<file path="src/rtl/alu_pkg.sv">
// Shared types and constants for the ALU slice sequencer.
// Imported by the sequencer, its p/g generator and the bench.
package alu_pkg;

    localparam int SLICE_W = 4;

    typedef logic [1:0] state_t;

    localparam logic [1:0] ST_IDLE = 2'd0;
    localparam logic [1:0] ST_RUN  = 2'd1;
    localparam logic [1:0] ST_DONE = 2'd2;

    localparam logic [3:0] S_ADD = 4'b1001;
    localparam logic [3:0] S_SUB = 4'b0110;
    localparam logic [3:0] S_XOR = 4'b0110;
    localparam logic [3:0] S_AND = 4'b1011;

endpackage

</file>
<file path="src/rtl/alu_slice_sequencer_if.sv">
// Request, slice and result buses of the slice sequencer.
// master = sequencer side, slave = requester/slice/consumer side.
interface alu_slice_sequencer_if #(
    parameter int WORD_W = 16
);

    logic              in_valid;
    logic              in_ready;
    logic [WORD_W-1:0] in_a;
    logic [WORD_W-1:0] in_b;
    logic [3:0]        in_s;
    logic              in_m;
    logic              in_cn_n;

    logic [3:0]        sl_p;
    logic [3:0]        sl_g;
    logic              sl_m;
    logic              sl_ci_n;
    logic              sl_valid;
    logic [3:0]        sl_y;
    logic              sl_pg_n;
    logic              sl_gg_n;
    logic              sl_aeqb;

    logic              out_valid;
    logic              out_ready;
    logic [WORD_W-1:0] out_y;
    logic              out_cout_n;
    logic              out_aeqb;

    modport master (
        input  in_valid, in_a, in_b, in_s, in_m, in_cn_n,
        output in_ready,
        output sl_p, sl_g, sl_m, sl_ci_n, sl_valid,
        input  sl_y, sl_pg_n, sl_gg_n, sl_aeqb,
        output out_valid, out_y, out_cout_n, out_aeqb,
        input  out_ready
    );

    modport slave (
        output in_valid, in_a, in_b, in_s, in_m, in_cn_n,
        input  in_ready,
        input  sl_p, sl_g, sl_m, sl_ci_n, sl_valid,
        output sl_y, sl_pg_n, sl_gg_n, sl_aeqb,
        input  out_valid, out_y, out_cout_n, out_aeqb,
        output out_ready
    );

endinterface

</file>
<file path="src/rtl/alu_slice_sequencer_pg_gen.sv">
// Per-bit propagate/generate terms for one 4-bit 74181-style slice.
// Purely combinational; S selects the function of A and B.
module alu_pg_gen
    import alu_pkg::*;
(
    input  logic [SLICE_W-1:0] a,
    input  logic [SLICE_W-1:0] b,
    input  logic [3:0]         s,
    output logic [SLICE_W-1:0] p,
    output logic [SLICE_W-1:0] g
);

    // first-level 74181 terms, replicated across the slice bits
    always_comb begin
        p = ~(a | (b & {SLICE_W{s[0]}}) | (~b & {SLICE_W{s[1]}}));
        g = ~((a & ~b & {SLICE_W{s[2]}}) | (a & b & {SLICE_W{s[3]}}));
    end

endmodule

</file>
<file path="src/rtl/alu_slice_sequencer.sv">
// Drives one external 4-bit ALU slice over several cycles, LSB first,
// rippling the carry between slices and assembling the full result.
module alu_slice_sequencer
    import alu_pkg::*;
#(
    parameter int WORD_W = 16
) (
    input  logic                  clk,
    input  logic                  rst_n,
    alu_slice_sequencer_if.master bus
);

    localparam int NSLICE = WORD_W / SLICE_W;
    localparam int IW = (NSLICE > 1) ? $clog2(NSLICE) : 1;
    localparam logic [IW-1:0] LAST = IW'(NSLICE - 1);

    state_t              state;
    logic [IW-1:0]       idx;
    logic [WORD_W-1:0]   a_q;
    logic [WORD_W-1:0]   b_q;
    logic [WORD_W-1:0]   y_q;
    logic [3:0]          s_q;
    logic                m_q;
    logic                ci_n;
    logic                aeqb_q;
    logic [SLICE_W-1:0]  a_cur;
    logic [SLICE_W-1:0]  b_cur;
    logic [SLICE_W-1:0]  p_w;
    logic [SLICE_W-1:0]  g_w;
    logic                run;
    logic                ci_n_next;

    // pick the operand nibbles of the slice being processed
    always_comb begin
        a_cur = '0;
        b_cur = '0;
        for (int k = 0; k < NSLICE; k++) begin
            if (idx == IW'(k)) begin
                a_cur = a_q[k*SLICE_W +: SLICE_W];
                b_cur = b_q[k*SLICE_W +: SLICE_W];
            end
        end
    end

    alu_pg_gen u_pg (
        .a (a_cur),
        .b (b_cur),
        .s (s_q),
        .p (p_w),
        .g (g_w)
    );

    assign run       = (state == ST_RUN);
    assign ci_n_next = bus.sl_gg_n & (bus.sl_pg_n | ci_n);

    assign bus.in_ready   = (state == ST_IDLE);
    assign bus.sl_valid   = run;
    assign bus.sl_p       = run ? p_w : 4'hF;
    assign bus.sl_g       = run ? g_w : 4'hF;
    assign bus.sl_m       = m_q;
    assign bus.sl_ci_n    = ci_n;
    assign bus.out_valid  = (state == ST_DONE);
    assign bus.out_y      = y_q;
    assign bus.out_cout_n = ci_n;
    assign bus.out_aeqb   = aeqb_q;

    // sequencer: accept, walk the slices, hold result until taken
    always_ff @(posedge clk or negedge rst_n) begin
        if (!rst_n) begin
            state  <= ST_IDLE;
            idx    <= '0;
            a_q    <= '0;
            b_q    <= '0;
            s_q    <= '0;
            m_q    <= 1'b0;
            ci_n   <= 1'b1;
            y_q    <= '0;
            aeqb_q <= 1'b0;
        end else begin
            unique case (state)
                ST_IDLE: begin
                    if (bus.in_valid) begin
                        a_q    <= bus.in_a;
                        b_q    <= bus.in_b;
                        s_q    <= bus.in_s;
                        m_q    <= bus.in_m;
                        ci_n   <= bus.in_cn_n;
                        idx    <= '0;
                        aeqb_q <= 1'b1;
                        state  <= ST_RUN;
                    end
                end
                ST_RUN: begin
                    for (int k = 0; k < NSLICE; k++) begin
                        if (idx == IW'(k)) begin
                            y_q[k*SLICE_W +: SLICE_W] <= bus.sl_y;
                        end
                    end
                    aeqb_q <= aeqb_q & bus.sl_aeqb;
                    ci_n   <= ci_n_next;
                    if (idx == LAST) begin
                        state <= ST_DONE;
                    end else begin
                        idx <= idx + 1'b1;
                    end
                end
                ST_DONE: begin
                    if (bus.out_ready) begin
                        state <= ST_IDLE;
                    end
                end
                default: state <= ST_IDLE;
            endcase
        end
    end

endmodule
</file>
<file path="src/flat_wrapper.sv">
// flat-port wrapper written by rule: the top's interface ports become plain ports
module alu_slice_sequencer_flat import alu_pkg::*;
#(
    parameter int WORD_W = 16
)
  (clk, rst_n, bus_in_valid, bus_in_a, bus_in_b, bus_in_s, bus_in_m, bus_in_cn_n, bus_in_ready, bus_sl_p, bus_sl_g, bus_sl_m, bus_sl_ci_n, bus_sl_valid, bus_sl_y, bus_sl_pg_n, bus_sl_gg_n, bus_sl_aeqb, bus_out_valid, bus_out_y, bus_out_cout_n, bus_out_aeqb, bus_out_ready);
  alu_slice_sequencer_if #(.WORD_W(WORD_W)) bus_i ();
  input  logic clk;
  input  logic rst_n;
  input wire logic [$bits(bus_i.in_valid)-1:0] bus_in_valid;
  input wire logic [$bits(bus_i.in_a)-1:0] bus_in_a;
  input wire logic [$bits(bus_i.in_b)-1:0] bus_in_b;
  input wire logic [$bits(bus_i.in_s)-1:0] bus_in_s;
  input wire logic [$bits(bus_i.in_m)-1:0] bus_in_m;
  input wire logic [$bits(bus_i.in_cn_n)-1:0] bus_in_cn_n;
  output wire logic [$bits(bus_i.in_ready)-1:0] bus_in_ready;
  output wire logic [$bits(bus_i.sl_p)-1:0] bus_sl_p;
  output wire logic [$bits(bus_i.sl_g)-1:0] bus_sl_g;
  output wire logic [$bits(bus_i.sl_m)-1:0] bus_sl_m;
  output wire logic [$bits(bus_i.sl_ci_n)-1:0] bus_sl_ci_n;
  output wire logic [$bits(bus_i.sl_valid)-1:0] bus_sl_valid;
  input wire logic [$bits(bus_i.sl_y)-1:0] bus_sl_y;
  input wire logic [$bits(bus_i.sl_pg_n)-1:0] bus_sl_pg_n;
  input wire logic [$bits(bus_i.sl_gg_n)-1:0] bus_sl_gg_n;
  input wire logic [$bits(bus_i.sl_aeqb)-1:0] bus_sl_aeqb;
  output wire logic [$bits(bus_i.out_valid)-1:0] bus_out_valid;
  output wire logic [$bits(bus_i.out_y)-1:0] bus_out_y;
  output wire logic [$bits(bus_i.out_cout_n)-1:0] bus_out_cout_n;
  output wire logic [$bits(bus_i.out_aeqb)-1:0] bus_out_aeqb;
  input wire logic [$bits(bus_i.out_ready)-1:0] bus_out_ready;
  assign bus_i.in_valid = bus_in_valid;
  assign bus_i.in_a = bus_in_a;
  assign bus_i.in_b = bus_in_b;
  assign bus_i.in_s = bus_in_s;
  assign bus_i.in_m = bus_in_m;
  assign bus_i.in_cn_n = bus_in_cn_n;
  assign bus_in_ready = bus_i.in_ready;
  assign bus_sl_p = bus_i.sl_p;
  assign bus_sl_g = bus_i.sl_g;
  assign bus_sl_m = bus_i.sl_m;
  assign bus_sl_ci_n = bus_i.sl_ci_n;
  assign bus_sl_valid = bus_i.sl_valid;
  assign bus_i.sl_y = bus_sl_y;
  assign bus_i.sl_pg_n = bus_sl_pg_n;
  assign bus_i.sl_gg_n = bus_sl_gg_n;
  assign bus_i.sl_aeqb = bus_sl_aeqb;
  assign bus_out_valid = bus_i.out_valid;
  assign bus_out_y = bus_i.out_y;
  assign bus_out_cout_n = bus_i.out_cout_n;
  assign bus_out_aeqb = bus_i.out_aeqb;
  assign bus_i.out_ready = bus_out_ready;
  alu_slice_sequencer #(.WORD_W(WORD_W)) u_core (.clk(clk), .rst_n(rst_n), .bus(bus_i));
endmodule
</file>
<file path="config.mk">
export PLATFORM = sky130hd
export DESIGN_NAME = alu_slice_sequencer_flat
export DESIGN_NICKNAME = d
export VERILOG_FILES = /design/src/rtl/alu_pkg.sv /design/src/rtl/alu_slice_sequencer_if.sv /design/src/rtl/alu_slice_sequencer_pg_gen.sv /design/src/rtl/alu_slice_sequencer.sv /design/src/flat_wrapper.sv
export SDC_FILE = /design/constraint.sdc
export NUM_CORES = 1
export LEC_CHECK = 0
export CORE_ASPECT_RATIO = 1.4
export CORE_MARGIN = 2
export CORE_UTILIZATION = 58
export CTS_CLUSTER_DIAMETER = 80
export DETAILED_ROUTE_END_ITERATION = 12
export DONT_BUFFER_PORTS = 1
export PLACE_DENSITY = 0.84
export RECOVER_POWER = 50
export SETUP_SLACK_MARGIN = 0.02
export SLEW_MARGIN = 0
export SYNTH_ARGS = -nofsm -noshare
export SYNTH_HDL_FRONTEND = slang
export SYNTH_HIERARCHICAL = 1
export SYNTH_SLANG_ARGS = --single-unit
</file>
<file path="constraint.sdc">
create_clock -name clk -period 7.3 [get_ports clk]
set_input_delay 1.46 -clock clk [delete_from_list [all_inputs] [get_ports clk]]
set_output_delay 1.46 -clock clk [all_outputs]
set_load 0.03 [all_outputs]
</file>
==> key figures <==
Run status
  • Status: finished, final reports clean

Synth
  • Avg Cell Area, Syn: 9.457 µm²
  • Area share of the largest cell type after synthesis: 0.5256
  • Count of cell types in the netlist: 30
  • Mapped Nets: 345
  • Largest area contributor in the netlist: dfrtp_1
  • Synth warn: 6
  • Number of synthesized register bits: 59
  • Post-Synthesis Cells: 292
  • Post-synthesis cell area: 2761 µm²
  • Post-synthesis sequential area ratio: 0.5351
  • Area contributors post-synth: dfrtp_1, nand2_1, mux2_2

Routing
  • DRT Pass-1 Iters: 5
  • Drt drc: 0
  • Total Routed Length: 6014 µm
  • Via count: 2007
  • Per-cell routed wire length: about 17 µm
  • Mean number of vias per cell: 5.638
  • Detail Route Antenna Nets: 0
  • DRT iter0 DRCs: around 130

Placement
  • Routability-driven placement congestion ratio: 0.8652
  • DP Wirelength: 4291 µm
  • Pre-CTS WS: 3462 ps
  • PortBufs: 0
  • Inst Count DP: 341
  • Placed Area: 2768 µm²

GRT
  • Met2 usage: 0.4101
  • M3 GR Usage: 0.08399
  • Global-route usage over all layers: 0.2413
  • First-pass GRT wire length: 9632 µm
  • GRT busiest layer: met2
  • GR Layer Usage met1: 0.2728
  • Number of global-route vias before repair: 1998
  • Grt ovf: 0
  • Largest net degree at the start of global routing: 60
  • Initial antenna violation count: 0

Pwr
  • Pwr per Cell Area: 557.7 nW/µm²
  • Total power: 1638 µW
  • Worst vdd ir: approximately 0.00032 V
  • Pleak: 0.001409 µW

Floorplan
  • Site row count: 29
  • Placeable Area: 4572 µm²
  • Overall die height: about 86 µm
  • IO Count: 80
  • Initial core utilization: 0.6040
  • Die area: 5337 µm²
  • Chip width: 62.32 µm

STA
  • Worst slew pin tran: just over 700 ps
  • Setup WS post-layout: 3119 ps
  • Final hold violations: 0
  • FMAX: 239.2 MHz
  • Final period utilization: 0.5727
  • Setup Skew: 8.065 ps
  • Final Setup Violations: 0
  • RSZ-0062 raised after global routing: false
  • Slew margin rel.: 0.5283
  • Total negative slack: 0 ps
  • Post-route minimum period: 4181 ps
  • Max-slew violation total from the final report: 0

Hold path
  • Hold Crit Class: flip-flop to flip-flop

Clock tree
  • Cells resized by post-CTS repair: 0
  • Hold_buf cts: 0
  • Clock-pin slew on the worst setup and hold paths: 60 ps
  • Clk buf depth: 2
  • Max H-tree Level: 3
  • TritonCTS Sinks: 59
  • Clock root cell: clkbuf_8
  • CTS tree: built
  • Clock insertion delay at the later pin of the skew report: about 330 ps
  • TritonCTS buffer count: 9
  • Postcts setup bufs: 0

Worst setup path
  • Crit path kind: flip-flop to output port
  • Critical path arrival: 2720 ps
  • Worst EP required: 5840 ps
  • Startpoint Class: flip-flop
  • Worst-path fanout max: 15
  • Setup crit end kind: output port

Final layout
  • Final Instance Area: 2938 µm²
  • Multi-input logic area: 1151 µm²
  • Area grow syn2layout: 6.389%
  • Most common cell after layout, fill and taps aside: nand2_1
  • Fin nets: 343
  • Layout cell share with drive strength beyond 1: 0.1054
  • Storage element area: 1478 µm²
  • Cell Count, Final, Fillers Out: around 360
  • FILL cells: 400
  • Most frequent cells in the layout: nand2_1, dfrtp_1, mux2_2, nand2b_1, a21oi_1
  • Antenna cells: 0

Flow run
  • Number of max-cap violations: 0
## cells in the mapped netlist
cell type	n
clkbuf_1	3
o31ai_1	3
mux2_2	12
o21ai_1	3
or3b_1	1
ha_1	4
inv_2	1
mux2_1	8
dfstp_2	1
nand2b_2	1
o21ai_0	9
nor3b_2	1
nand2b_1	9
mux2i_1	1
a221oi_1	3
buf_2	8
nand2_2	4
a21oi_1	10
a22o_1	5
buf_4	1
nand2_1	115
o21ai_2	1
buf_6	3
nor3_1	2
o2bb2ai_1	1
nor2b_1	8
a211oi_1	5
dfrtp_1	58
nor2_1	3
inv_1	8
## cells by family after synthesis
family,count (synthesis),share of synthesized area
compound gates,40,0.09334
simple gates,144,0.2225
buf+inv,24,0.04576
fa+ha+maj,4,0.01812
flops,59,0.5351
mux,21,0.08519
## state kept, by name (all words and copies together), names as in the netlist
name                   count
u_core/a_q                16
u_core/b_q                16
u_core/bus.out_aeqb        1
u_core/bus.out_cout_n      1
u_core/bus.out_y          16
u_core/bus.sl_m            1
u_core/idx                 2
u_core/s_q                 4
u_core/state               2
## worst max-delay path, cell delays in order, from the launching register on
cell and delay, ps:
dfrtp_1 370, inv_1 90, ha_1 350, nor2b_1 270, a221oi_1 120, o31ai_1 470
mux2_1 370, nand2_1 60, nand2b_1 280
## stage by stage
step           hold WS (ps)    util
2_1_floorplan         444.5       -
3_3_place_gp          461.3  0.6054
3_5_place_dp          470.8  0.6054
4_1_cts               485.1  0.6453
5_1_grt               501.6  0.6426
6_report              480.5  0.6426
## power by group
part | internal [µW] | switching (µW)
clock | 154 | 124
combinational | 240 | 393
sequential | 491 | 236
## layer usage
metal	up-vias	wire, µm	part of all wire
met5	-	0	0
met4	0	121	0.020
met3	10	385	0.064
met2	76	3178	0.53
met1	976	2328	0.39
li1	945	-	-
## worst paths after layout
check	from	end	slack [ps]	depth (start not counted)
setup / recovery	u_core/idx[1]	bus_sl_g[0]	3120	8
hold / removal	u_core/b_q[15]	u_core/b_q[15]	480	2
setup reg to reg	u_core/state[1]	u_core/bus.out_y[14]	5200	4
hold reg to reg	u_core/b_q[15]	u_core/b_q[15]	480	2
max in group asynchronous	rst_n	u_core/bus.out_cout_n	6290	0
min in group asynchronous	rst_n	u_core/s_q[2]	810	0
## cell type report
type	count	area share
Clock buffer	10	0.04344
Sequential cell	59	0.5030
Multi-Input combinational cell	209	0.3918
Timing Repair Buffer	2	0.005111
Tap cell	62	0.02641
Clock inverter	5	0.01874
Inverter	9	0.01150
Note: power is estimated with default switching activity, not from simulation.
